[src/rtl/ethernet_pkg.sv]
`default_nettype none
// ============================================================================
//  Module   : ethernet_pkg
//  Brief    : Shared constants and FSM encoding for the Ethernet TX MMIO path.
//  Revision : 1.0
// ============================================================================
package ethernet_pkg;

    localparam int          c_eth_mtu_default    = 2048;
    localparam logic [13:0] c_tx_buf_base        = 14'h1000;
    localparam logic [13:0] c_tx_send_addr       = 14'h0820;
    localparam logic [13:0] c_tx_size_addr       = 14'h0828;
    localparam logic [13:0] c_tx_status_addr     = 14'h0830;
    localparam int          c_tx_status_free_bit = 0;

    typedef logic [3:0] state_t;

    localparam state_t c_st_idle      = 4'd0;
    localparam state_t c_st_poll      = 4'd1;
    localparam state_t c_st_poll_wait = 4'd2;
    localparam state_t c_st_backoff   = 4'd3;
    localparam state_t c_st_stream    = 4'd4;
    localparam state_t c_st_drain     = 4'd5;
    localparam state_t c_st_size      = 4'd6;
    localparam state_t c_st_send      = 4'd7;
    localparam state_t c_st_done      = 4'd8;
    localparam state_t c_st_err       = 4'd9;

endpackage
`default_nettype wire

[src/rtl/ethernet_popcount_keep.sv]
`default_nettype none
// ============================================================================
//  Module   : ethernet_popcount_keep
//  Brief    : Combinational count of set byte-valid lanes in a tkeep vector.
//  Revision : 1.0
// ============================================================================
module ethernet_popcount_keep #(
    parameter int WIDTH = 4
) (
    input  logic [WIDTH-1:0]             i_keep,
    output logic [$clog2(WIDTH+1)-1:0]   o_count
);

    localparam int c_cw = $clog2(WIDTH + 1);

    always_comb begin
        o_count = '0;
        for (int i = 0; i < WIDTH; i++) begin
            o_count = o_count + c_cw'(i_keep[i]);
        end
    end

endmodule
`default_nettype wire

[src/rtl/ethernet_tx_mmio_initiator.sv]
`default_nettype none
// ============================================================================
//  Module   : ethernet_tx_mmio_initiator
//  Brief    : Streams one frame into the controller TX buffer over MMIO, then
//             writes the byte size and the send strobe.
//  Revision : 1.0
// ============================================================================
module ethernet_tx_mmio_initiator
    import ethernet_pkg::*;
#(
    parameter int          DATA_WIDTH     = 32,
    parameter int          ETH_MTU        = c_eth_mtu_default,
    parameter logic [13:0] TX_BUF_BASE    = c_tx_buf_base,
    parameter logic [13:0] TX_SEND_ADDR   = c_tx_send_addr,
    parameter logic [13:0] TX_SIZE_ADDR   = c_tx_size_addr,
    parameter logic [13:0] TX_STATUS_ADDR = c_tx_status_addr,
    parameter int          POLL_INTERVAL  = 16
) (
    input  logic                    clk_i,
    input  logic                    reset_i,
    input  logic [DATA_WIDTH-1:0]   s_tdata_i,
    input  logic [DATA_WIDTH/8-1:0] s_tkeep_i,
    input  logic                    s_tvalid_i,
    input  logic                    s_tlast_i,
    output logic                    s_tready_o,
    output logic [13:0]             addr_o,
    output logic                    write_en_o,
    output logic                    read_en_o,
    output logic [DATA_WIDTH/8-1:0] write_mask_o,
    output logic [DATA_WIDTH-1:0]   write_data_o,
    input  logic [DATA_WIDTH-1:0]   read_data_i,
    output logic                    done_o,
    output logic                    error_o
);

    localparam int c_bpw = DATA_WIDTH / 8;
    localparam int c_bcw = $clog2(ETH_MTU + 1);
    localparam int c_iw  = $clog2(ETH_MTU / c_bpw);
    localparam int c_sw  = c_bcw + 1;
    localparam int c_pw  = $clog2(POLL_INTERVAL + 1);
    localparam int c_kw  = $clog2(c_bpw + 1);

    state_t            r_state;
    state_t            w_next;
    logic [c_iw-1:0]   r_idx;
    logic [c_bcw-1:0]  r_bytes;
    logic [c_pw-1:0]   r_backoff;
    logic [c_kw-1:0]   w_pop;
    logic [c_sw-1:0]   w_sum;
    logic              w_over;
    logic [13:0]       w_buf_addr;
    logic              w_unused;

    ethernet_popcount_keep #(
        .WIDTH (c_bpw)
    ) u_popcount (
        .i_keep  (s_tkeep_i),
        .o_count (w_pop)
    );

    // One spare bit on the sum so an overshoot past the MTU is always visible.
    assign w_sum      = {1'b0, r_bytes} + c_sw'(w_pop);
    assign w_over     = w_sum > c_sw'(ETH_MTU);
    assign w_buf_addr = TX_BUF_BASE + 14'(r_idx * c_bpw);
    assign w_unused   = ^read_data_i[DATA_WIDTH-1:1];

    always_ff @(posedge clk_i) begin
        if (reset_i) begin
            r_state <= c_st_idle;
        end else begin
            r_state <= w_next;
        end
    end

    always_ff @(posedge clk_i) begin
        if (reset_i) begin
            r_idx     <= '0;
            r_bytes   <= '0;
            r_backoff <= '0;
        end else begin
            case (r_state)
                c_st_poll_wait: begin
                    r_idx     <= '0;
                    r_bytes   <= '0;
                    r_backoff <= '0;
                end
                c_st_backoff: r_backoff <= r_backoff + 1'b1;
                c_st_stream: begin
                    if (s_tvalid_i && !w_over) begin
                        r_idx   <= r_idx + 1'b1;
                        r_bytes <= w_sum[c_bcw-1:0];
                    end
                end
                default: ;
            endcase
        end
    end

    always_comb begin
        w_next = r_state;
        case (r_state)
            c_st_idle:      if (s_tvalid_i) w_next = c_st_poll;
            c_st_poll:      w_next = c_st_poll_wait;
            c_st_poll_wait: w_next = read_data_i[c_tx_status_free_bit] ? c_st_stream : c_st_backoff;
            c_st_backoff:   if (r_backoff == c_pw'(POLL_INTERVAL - 1)) w_next = c_st_poll;
            c_st_stream: begin
                if (s_tvalid_i) begin
                    if (w_over) begin
                        w_next = s_tlast_i ? c_st_err : c_st_drain;
                    end else if (s_tlast_i) begin
                        w_next = (w_sum != '0) ? c_st_size : c_st_err;
                    end
                end
            end
            c_st_drain:     if (s_tvalid_i && s_tlast_i) w_next = c_st_err;
            c_st_size:      w_next = c_st_send;
            c_st_send:      w_next = c_st_done;
            c_st_done:      w_next = c_st_idle;
            c_st_err:       w_next = c_st_idle;
            default:        w_next = c_st_idle;
        endcase
    end

    always_comb begin
        s_tready_o   = 1'b0;
        addr_o       = '0;
        write_en_o   = 1'b0;
        read_en_o    = 1'b0;
        write_mask_o = '0;
        write_data_o = '0;
        done_o       = 1'b0;
        error_o      = 1'b0;
        case (r_state)
            c_st_poll: begin
                read_en_o = 1'b1;
                addr_o    = TX_STATUS_ADDR;
            end
            c_st_stream: begin
                s_tready_o = 1'b1;
                // Write goes out in the same cycle as the handshake.
                if (s_tvalid_i && !w_over) begin
                    write_en_o   = 1'b1;
                    addr_o       = w_buf_addr;
                    write_mask_o = s_tkeep_i;
                    write_data_o = s_tdata_i;
                end
            end
            c_st_drain: s_tready_o = 1'b1;
            c_st_size: begin
                write_en_o   = 1'b1;
                addr_o       = TX_SIZE_ADDR;
                write_mask_o = '1;
                write_data_o = DATA_WIDTH'(r_bytes);
            end
            c_st_send: begin
                write_en_o   = 1'b1;
                addr_o       = TX_SEND_ADDR;
                write_mask_o = '1;
                write_data_o = DATA_WIDTH'(1);
            end
            c_st_done: done_o  = 1'b1;
            c_st_err:  error_o = 1'b1;
            default: ;
        endcase
    end

endmodule
`default_nettype wire
[config.mk]
export PLATFORM = sky130hd
export DESIGN_NAME = ethernet_tx_mmio_initiator
export DESIGN_NICKNAME = d
export VERILOG_FILES = /design/src/rtl/ethernet_pkg.sv /design/src/rtl/ethernet_popcount_keep.sv /design/src/rtl/ethernet_tx_mmio_initiator.sv
export SDC_FILE = /design/constraint.sdc
export NUM_CORES = 1
export LEC_CHECK = 0
export CAP_MARGIN = 15
export CORE_ASPECT_RATIO = 1.75
export CORE_MARGIN = 1
export CORE_UTILIZATION = 37
export DETAILED_ROUTE_END_ITERATION = 10
export HOLD_SLACK_MARGIN = 0.05
export PLACE_DENSITY = 0.85
export SYNTH_ARGS = -nofsm -noshare
export SYNTH_HDL_FRONTEND = slang
export SYNTH_SLANG_ARGS = --single-unit
export TNS_END_PERCENT = 50
[constraint.sdc]
create_clock -name clk_i -period 5.95 [get_ports clk_i]
set_clock_uncertainty 0.2 [all_clocks]
set_input_delay 1.19 -clock clk_i [delete_from_list [all_inputs] [get_ports clk_i]]
set_output_delay 1.19 -clock clk_i [all_outputs]
set_load 0.005 [all_outputs]
==> out/metrics.csv, run 1 <==
metric;value;unit
GP Congestion;0.925;
Final Hold Fails;0;
ANT cells;0;
Post-Syn Area;2480;µm²
MaxCap Viol Count;0;
area grow syn2layout;58.6;%
final setup fails;45;
CTS clk-pin slew, worst paths;0.05;ns
WL/cell;17.4;µm
asr flop ratio synth;0;%
failing checks;setup timing;
Critical Path AT;4.73;ns
DR DRC count;0;
reg-to-reg slack, setup;2.17;ns
clk buf depth;2;
Fmax;0.163;GHz
Slew Limit Fails;0;
register area share after synthesis;24.2;%
Total Power;0.837;mW
DRT antenna net count;0;
# port buffers;92;
Post-synth EDFFs;0;
die area;7060;µm²
routed wire length;9.27;mm
Leak Pwr;1.74;nW
CTS Root Cell;clkbuf_16;
outcome;finished with violations;
Top Ports;127;
ys flop type;dfxtp_1;
via/cell ratio;5.79;
CP max FO;8;
Period minus WS final;6.12;ns
first-pass GRT wire length;14.3;mm
Max VDD drop;0.000221;V
CTS tree;built;
Starting Density;38.3;%
synth warn;0;
dpl ws;-0.921;ns
Cells after Synth;333;
Die Y;110;µm
H-tree levels;2;
Avg Inst Size Synth;7.46;µm²
largest net degree at the start of global routing;22;
Layout Utilization;60.7;%
Rows;39;
GRT Total Usage;25.7;%
Clock Latency Late Sink;0.28;ns
kind of critical path;in -> out;
global route total overflow;0;
vias in the first global route;2975;
drt pass-1 iters;4;
area of the core;6490;µm²
initial antenna violation count;0;
worst hold slack;0.250;ns
CTS Sinks;30;
Synth Register Bits;30;
DR iter-0 viols;187;
fraction of layout cells with a size suffix above 1;31.1;%
Pwr Density;212;nW/µm²
Final #Nets;531;
Max-slew headroom;31.4;%
Min-Delay Path Class;reg -> reg;
nature of the critical path startpoint;primary input;
Worst-Margin Slew;1.02;ns
routed via count;3080;
Worst setup EP type;output pin;
RSZ-0062 raised after global routing;yes;
DIE WIDTH;64.0;µm
Final Cycle Share;103;%
synth unique cells;59;
CTS Buf Count;5;
final worst setup slack;-0.174;ns
WP data required;4.56;ns
Detailed Place HPWL;6.01;mm
==> kinds of logic after synthesis <==
group / share of synthesized area, %
other: 0.151
buffers and inverters: 7.90
adders and majority gates: 5.64
and+or+nand+nor: 31.4
AOI/OAI and AO/OA: 24.7
xor gates and xnor gates: 3.17
DFF: 24.2
muxes: 2.87
==> metal layers <==
layer	global-route usage [%]	part of all wire [%]	vias to the layer above
li1	-	-	1425
met1	24.7	34	1455
met2	49.0	55	163
met3	3.51	6.1	37
met4	15.9	5.0	0
met5	0	0	-
==> power by group <==
group / internal (mW) / switching [mW]
clock: 0.166 / 0.0897
combinational: 0.165 / 0.171
sequential: 0.213 / 0.0324
total: 0.543 / 0.293
==> critical path: stages <==
cell	delay, ns
buf_8	0.10
ha_4	0.25
inv_2	0.03
fa_1	0.52
inv_2	0.05
ha_4	0.16
inv_2	0.05
fa_2	0.22
nor2b_4	0.05
or2_4	0.27
or3_4	0.34
a311o_1	0.37
or3_4	0.34
a21o_4	0.25
inv_8	0.08
buf_6	0.10
buf_8	0.11
a22o_1	0.14
buf_2	0.12
==> synth_stat cells (all sizes together), types with 2 or more instances <==
cell,count,area [µm²]
xor2,3,26.3
ha,8,100
o2111a,2,22.5
nor2b,2,20.0
xnor2,6,52.6
nand2,28,105
mux2i,6,60.1
nand2b,2,12.5
nor4,2,18.8
or3,11,73.8
a22o,11,96.3
or4,3,22.5
nand4b,2,17.5
a21oi,25,125
o31ai,3,22.5
nand4,6,37.5
nand3,11,55.1
nand3b,2,15.0
fa,2,40.0
nor2,26,97.6
a211oi,3,27.5
o21ai,20,100
a31o,5,43.8
buf,8,67.6
nor3,5,25.0
nor4b,2,17.5
dfxtp,30,601
a31oi,3,18.8
and3,8,50.1
and2,33,206
clkbuf,17,65.1
a21o,3,30.0
inv,17,63.8
o22ai,2,12.5
==> area by class of cell <==
class                           count  area [µm²]
Fill cell                         551        2550
Timing Repair Buffer              132        1200
Tap cell                           82         103
Sequential cell                    30         601
Inverter                           17        71.3
Clock buffer                        7         143
Multi-Input combinational cell    263        1820
Clock inverter                      1        5.00
==> through the flow <==
stage	instances	TNS [ns]	area, µm²
after floorplan	335	0	2490
after global placement	508	-39.16	3580
after detailed placement	508	-41.50	3580
after CTS	531	-5.47	3930
after global routing	532	-9.64	3940
final	532	-5.51	3940
==> sequential cells by signal, indices dropped and copies added (netlist names) <==
signal / flops
r_state: 4
r_idx: 9
r_backoff: 5
r_bytes: 12
==> layout by cell type (no fill, tap or decap), types with 6 or more instances in the layout <==
cell / instances
nand4_1: 6
buf_4: 31
or3_1: 9
and2_4: 16
dfxtp_1: 30
nand3_1: 10
clkdlybuf4s50_1: 41
and2_1: 17
inv_1: 10
a22o_1: 11
o21ai_0: 18
nor2_1: 26
nand2_1: 28
inv_2: 6
xnor2_1: 6
buf_2: 25
a21oi_1: 24
buf_6: 21
and3_1: 8
==> path summary, 6_finish.rpt <==
check / end / cells past startpoint / from
worst min register to register: r_backoff[4]$_SDFFE_PP0P_ / 2 / r_backoff[4]$_SDFFE_PP0P_
worst min-delay path: r_backoff[4]$_SDFFE_PP0P_ / 2 / r_backoff[4]$_SDFFE_PP0P_
worst max register to register: r_bytes[1]$_SDFFE_PP0P_ / 14 / r_bytes[0]$_SDFFE_PP0P_
worst max-delay path: write_data_o[8] / 19 / s_tkeep_i[1]
==> repair_timing <==
item | 4_1_cts | 5_1_grt
hold buffers | 0 | 0
setup buffers | 12 | 7
resized for setup | 233 | 31
pin swaps | 19 | 14
endpoints found under the setup margin | 47 | 47
hold endpoints to repair | 0 | 0
cloned | 3 | 0
No activity file was read; power rests on OpenSTA's default activity.
==> run 2, diff against run 1 <==
REMOVE_ABC_BUFFERS = 1   (was default)
==> run 2 against run 1 <==
Effect of this change:
- the flow still finishes with violations (setup timing)
- critical path depth did not move
- sequential cell count did not move
- sequential share of layout area rose by 0.56 points
- via count decreased by 4.3%
- global-route usage shrank 2.2 points
- setup slack gained 0.064 ns
- largest cell class unchanged
- cell area is 3.5% lower
- clock power rose by 2%
- non-clock buffer count decreased by 1
- total power decreased by 1.2%
==> out/metrics.csv, run 2 (synthesis results as in run 1) <==
metric;value;unit;change
max FFs per register;12;;unchanged
GRT Total Usage;23.6;%;-2.2 points
Die Y;110;µm;unchanged
Critical Path AT;4.67;ns;-0.06 ns
final setup fails;17;;-62%
DRT antenna net count;0;;unchanged
Total Power;0.826;mW;-1.2%
Final Cycle Share;102;%;-1.1 points
Min-Delay Path Class;reg -> reg;;
failing checks;setup timing;;
kind of critical path;in -> out;;
initial antenna violation count;0;;unchanged
Comb pwr share;39.1;%;-1.1 points
DR DRC count;0;;unchanged
Clock Latency Late Sink;0.28;ns;about the same
Pwr Density;217;nW/µm²;+2.4%
Slew Limit Fails;0;;unchanged
Pint;0.540;mW;-0.55%
fin area;3800;µm²;-3.5%
Leak Pwr;1.72;nW;-1.0%
Post-DP Area;3600;µm²;+0.49%
Detailed Place HPWL;5.77;mm;-4.0%
CTS tree;built;;
biggest registers after layout;r_bytes (12), r_idx (9), r_backoff (5);;
commonest non-fill, non-tap cell in the layout;clkdlybuf4s50_1;;
via/cell ratio;5.55;;-4.1%
Seq pwr share;29.6;%;+0.3 points
Final Hold Fails;0;;unchanged
vias in the first global route;2854;;-4.1%
routed via count;2947;;-4.3%
Final #Nets;530;;-0.19%
WHS Path Cells;2;;unchanged
# port buffers;92;;unchanged
Max VDD drop;0.000200;V;-9.5%
switching share of power;34.6;%;-0.44 points
P_sw;0.286;mW;-2.5%
most frequent cells in the layout;clkdlybuf4s50_1 (41), buf_2 (40), buf_4 (31);;
Largest Register;r_bytes;;
CTS Buf Count;5;;unchanged
GP Congestion;0.903;;-2.4%
final worst setup slack;-0.110;ns;+0.0636 ns
Period minus WS final;6.06;ns;-0.0636 ns
WL/cell;15.6;µm;-11%
MaxCap Viol Count;0;;unchanged
first-pass GRT wire length;13.2;mm;-7.3%
RSZ-0062 raised after global routing;yes;;
Starting Density;38.3;%;unchanged
ANT cells;0;;unchanged
drt pass-1 iters;4;;unchanged
reg2reg path depth;15;;+1
outcome;finished with violations;;
CTS clk-pin slew, worst paths;0.05;ns;about the same
Worst setup EP type;output pin;;
largest net degree at the start of global routing;22;;unchanged
CTS Sinks;30;;unchanged
area grow syn2layout;53.0;%;
Clk pwr share;31.3;%;+0.8 points
clk buf depth;2;;unchanged
DR iter-0 viols;153;;-18%
nature of the critical path startpoint;primary input;;
routed wire length;8.27;mm;-11%
die area;7060;µm²;unchanged
area of the core;6490;µm²;unchanged
Fmax;0.165;GHz;+1.1%
CTS Root Cell;clkbuf_16;;
WP data required;4.56;ns;about the same
Top Ports;127;;unchanged
filler cell count;608;;+10%
Worst-Margin Slew;0.904;ns;-0.116 ns
global route total overflow;0;;unchanged
DIE WIDTH;64.0;µm;unchanged
Max-slew headroom;39.5;%;+8.1 points
Rows;39;;unchanged
H-tree levels;2;;unchanged
CP max FO;5;;-3
fraction of layout cells with a size suffix above 1;29.0;%;-2.2 points
[run 2: cell count changes in the layout (fill, tap and decap cells not counted), moves of 3 or more]
cell	delta
buf_2	+15
and2_1	+9
and2_4	-9
buf_6	-9
clkdlybuf4s15_2	-4
buf_8	-3
[run 2: power by group through the flow]
stage	sequential [mW]	clock (mW)	combinational [mW]
6_report	0.245	0.259	0.323
5_1_grt	0.248	0.271	0.351
4_1_cts	0.244	0.261	0.316
3_5_place_dp	0.248	0	0.299
3_3_place_gp	0.247	0	0.292
2_1_floorplan	0.238	0	0.155
[run 2: worst paths after layout]
kind,from,endpoint,slack (ns)
max,s_tkeep_i[1],addr_o[3],-0.11
max reg2reg,r_bytes[0]$_SDFFE_PP0P_,r_bytes[11]$_SDFFE_PP0P_,2.26
min reg2reg,r_backoff[4]$_SDFFE_PP0P_,r_backoff[4]$_SDFFE_PP0P_,0.25
min,r_backoff[4]$_SDFFE_PP0P_,r_backoff[4]$_SDFFE_PP0P_,0.25
[run 2: per-stage QoR]
stage / TNS (ns) / hold WS (ns) / util [%] / setup slack (ns) / instances
after global placement: -39.05 / 0.240 / 55.4 / -0.884 / 509
after detailed placement: -41.34 / 0.246 / 55.4 / -0.929 / 509
after CTS: -6.91 / 0.252 / 58.0 / -0.213 / 527
after global routing: -6.02 / 0.276 / 58.6 / -0.232 / 531
after floorplan: -3.41 / 0.226 / - / -0.0976 / 310
final: -1.16 / 0.251 / 58.6 / -0.110 / 531
[run 2: layout make-up]
type	count	area (µm²)	share of cell area [%]
inverters	17	71.3	1.88
well taps	82	103	2.70
clock inverters	2	12.5	0.329
clock buffers	6	139	3.65
multi-input cells	263	1780	46.8
repair buffers	131	1090	28.8
flip-flops and latches	30	601	15.8
[run 2: timing repair]
action,4_1_cts,5_1_grt
gates cloned,3,0
resized for setup,222,17
endpoints found under the setup margin,47,47
buffers inserted,7,5
hold buffers,0,0
pin swaps,23,18
[run 2: routing by layer]
layer | track usage (%) | part of all wire [%] | wire [µm]
met1 | 24.2 | 36 | 3010
met2 | 41.9 | 53 | 4420
met3 | 4.65 | 5.9 | 485
met4 | 15.3 | 4.3 | 359
met5 | 0 | 0 | 0
[run 2: critical path: stages]
cell     delay [ns]
buf_6          0.10
ha_4           0.25
inv_2          0.03
fa_1           0.38
inv_2          0.08
ha_4           0.20
inv_2          0.06
fa_2           0.23
nor2b_4        0.05
or2_4          0.23
or3_4          0.34
a311o_1        0.38
or3_4          0.35
a21o_4         0.25
inv_8          0.07
buf_6          0.12
buf_16         0.11
a21o_1         0.13
buf_2          0.12
==> run 3, diff against run 2 <==
GPL_TIMING_DRIVEN = 0   (was default)
TNS_END_PERCENT = default   (was 50)
==> run 3 against run 2 <==
Effect of this change:
- the run still ends with setup timing left
- sequential power hardly changed
- cell area is 12% higher
- wire length is 16% higher
- sequential share of layout area is 1.7 points lower
- core utilization is 7.2 points higher
- register-to-register slack worse by 0.27 ns
==> out/metrics.csv, run 3 (synthesis results as in run 1) <==
metric;value;unit;change
Min-Delay Path Class;reg -> reg;;
first-pass GRT wire length;14.4;mm;+8.9%
Starting Density;38.3;%;unchanged
CP max FO;7;;+2
Critical Path AT;4.83;ns;+0.16 ns
WHS Path Cells;2;;unchanged
Post-Route Setup TNS;-7.51;ns;-6.35 ns
Final #Nets;550;;+3.8%
DR DRC count;0;;unchanged
dpl ws;-1.45;ns;-0.525 ns
Leak Pwr;1.92;nW;+12%
Die Y;110;µm;unchanged
ANT cells;0;;unchanged
Largest Register;r_bytes;;
WP data required;4.56;ns;about the same
RSZ-0062 raised after global routing;yes;;
fin area;4270;µm²;+12%
Multi-input gate area;1870;µm²;+4.9%
routed wire length;9.64;mm;+16%
outcome;finished with violations;;
commonest non-fill, non-tap cell in the layout;buf_6;;
Final Cycle Share;105;%;+2.7 points
fin cells;551;;+3.8%
Pwr Density;227;nW/µm²;+4.6%
Fmax;0.161;GHz;-2.6%
CTS Sinks;30;;unchanged
die area;7060;µm²;unchanged
Max-slew headroom;41.1;%;+1.6 points
DR iter-0 viols;169;;+10%
global route total overflow;0;;unchanged
# port buffers;92;;unchanged
final setup fails;46;;+29
GP Congestion;0.830;;-8.1%
Worst-Margin Slew;0.880;ns;-0.0245 ns
nature of the critical path startpoint;primary input;;
CTS tree;built;;
fraction of layout cells with a size suffix above 1;36.0;%;+7.1 points
Post-DP Area;3380;µm²;-5.9%
H-tree levels;2;;unchanged
drt pass-1 iters;5;;+1
Worst setup EP type;output pin;;
Slew Limit Fails;0;;unchanged
Clock Latency Late Sink;0.28;ns;about the same
DRT antenna net count;0;;unchanged
CTS Buf Count;5;;unchanged
largest net degree at the start of global routing;22;;unchanged
biggest registers after layout;r_bytes (12), r_idx (9), r_backoff (5);;
vias in the first global route;3028;;+6.1%
Total Power;0.971;mW;+17%
GRT Total Usage;26.1;%;+2.5 points
CTS Root Cell;clkbuf_16;;
DIE WIDTH;64.0;µm;unchanged
final worst setup slack;-0.274;ns;-0.163 ns
max FFs per register;12;;unchanged
via/cell ratio;5.80;;+4.5%
kind of critical path;in -> out;;
Max VDD drop;0.000257;V;+29%
reg2reg path depth;16;;+1
initial antenna violation count;0;;unchanged
Period minus WS final;6.22;ns;+0.163 ns
CTS clk-pin slew, worst paths;0.05;ns;about the same
Top Ports;127;;unchanged
Final Hold Fails;0;;unchanged
register area;601;µm²;unchanged
clk buf depth;2;;unchanged
MaxCap Viol Count;0;;unchanged
area of the core;6490;µm²;unchanged
Rows;39;;unchanged
failing checks;setup timing;;
routed via count;3196;;+8.4%
area grow syn2layout;71.7;%;
most frequent cells in the layout;buf_6 (52), clkdlybuf4s50_1 (41), dfxtp_1 (30);;
Inst Count DP;484;;-4.9%
WL/cell;17.5;µm;+12%
Detailed Place HPWL;5.40;mm;-6.5%
filler cell count;545;;-10%
[run 3: critical path: stages]
cell,delay (ns)
buf_8,0.10
ha_4,0.25
inv_2,0.03
fa_1,0.44
inv_2,0.08
ha_4,0.12
inv_2,0.04
fa_2,0.36
nor2b_4,0.15
buf_6,0.12
buf_6,0.10
o2111ai_4,0.11
mux2i_1,0.19
nand4b_1,0.20
or3_4,0.45
a21o_4,0.32
buf_12,0.17
inv_12,0.06
buf_6,0.10
a22o_1,0.14
buf_2,0.11
[run 3: routing by layer]
| metal | part of all wire [%] | track usage (%) |
|---|---|---|
| met3 | 6.8 | 4.86 |
| met5 | 0 | 0 |
| met2 | 54 | 48.3 |
| met1 | 34 | 26.0 |
| met4 | 5.4 | 15.3 |
[run 3: what timing repair did]
| action | CTS | global route |
|---|---|---|
| buffers inserted | 42 | 10 |
| pin swaps | 39 | 18 |
| setup endpoints to repair | 47 | 47 |
| resized for setup | 268 | 44 |
| cloned | 9 | 0 |
| hold buffers | 0 | 0 |
[run 3: final cells by class]
cell class              count  area share [%]
inverters                  17            1.79
clock buffers               6            3.26
clock inverters             2            1.41
flip-flops and latches     30            14.1
repair inverters            7            1.61
multi-input cells         265            43.8
repair buffers            142            31.7
well taps                  82            2.40
[run 3: through the flow]
stage / hold WS [ns] / util, %
2_1_floorplan: 0.226 / -
3_3_place_gp: 0.239 / 52.1
3_5_place_dp: 0.248 / 52.1
4_1_cts: 0.255 / 62.3
5_1_grt: 0.288 / 65.7
6_report: 0.252 / 65.7
[run 3: report_power, final]
part	switching [mW]	leakage [nW]	internal, mW
Combinational	0.185	1.58	0.192
Sequential	0.0330	0.242	0.213
Clock	0.0961	0.0971	0.251
[run 3: worst paths after layout]
check                                               start                   endpoint  slack, ns
worst min-delay path            r_backoff[4]$_SDFFE_PP0P_  r_backoff[4]$_SDFFE_PP0P_       0.25
worst min register to register  r_backoff[4]$_SDFFE_PP0P_  r_backoff[4]$_SDFFE_PP0P_       0.25
worst max register to register    r_bytes[0]$_SDFFE_PP0P_   r_bytes[11]$_SDFFE_PP0P_       1.99
worst max-delay path                         s_tkeep_i[0]            write_data_o[7]      -0.27
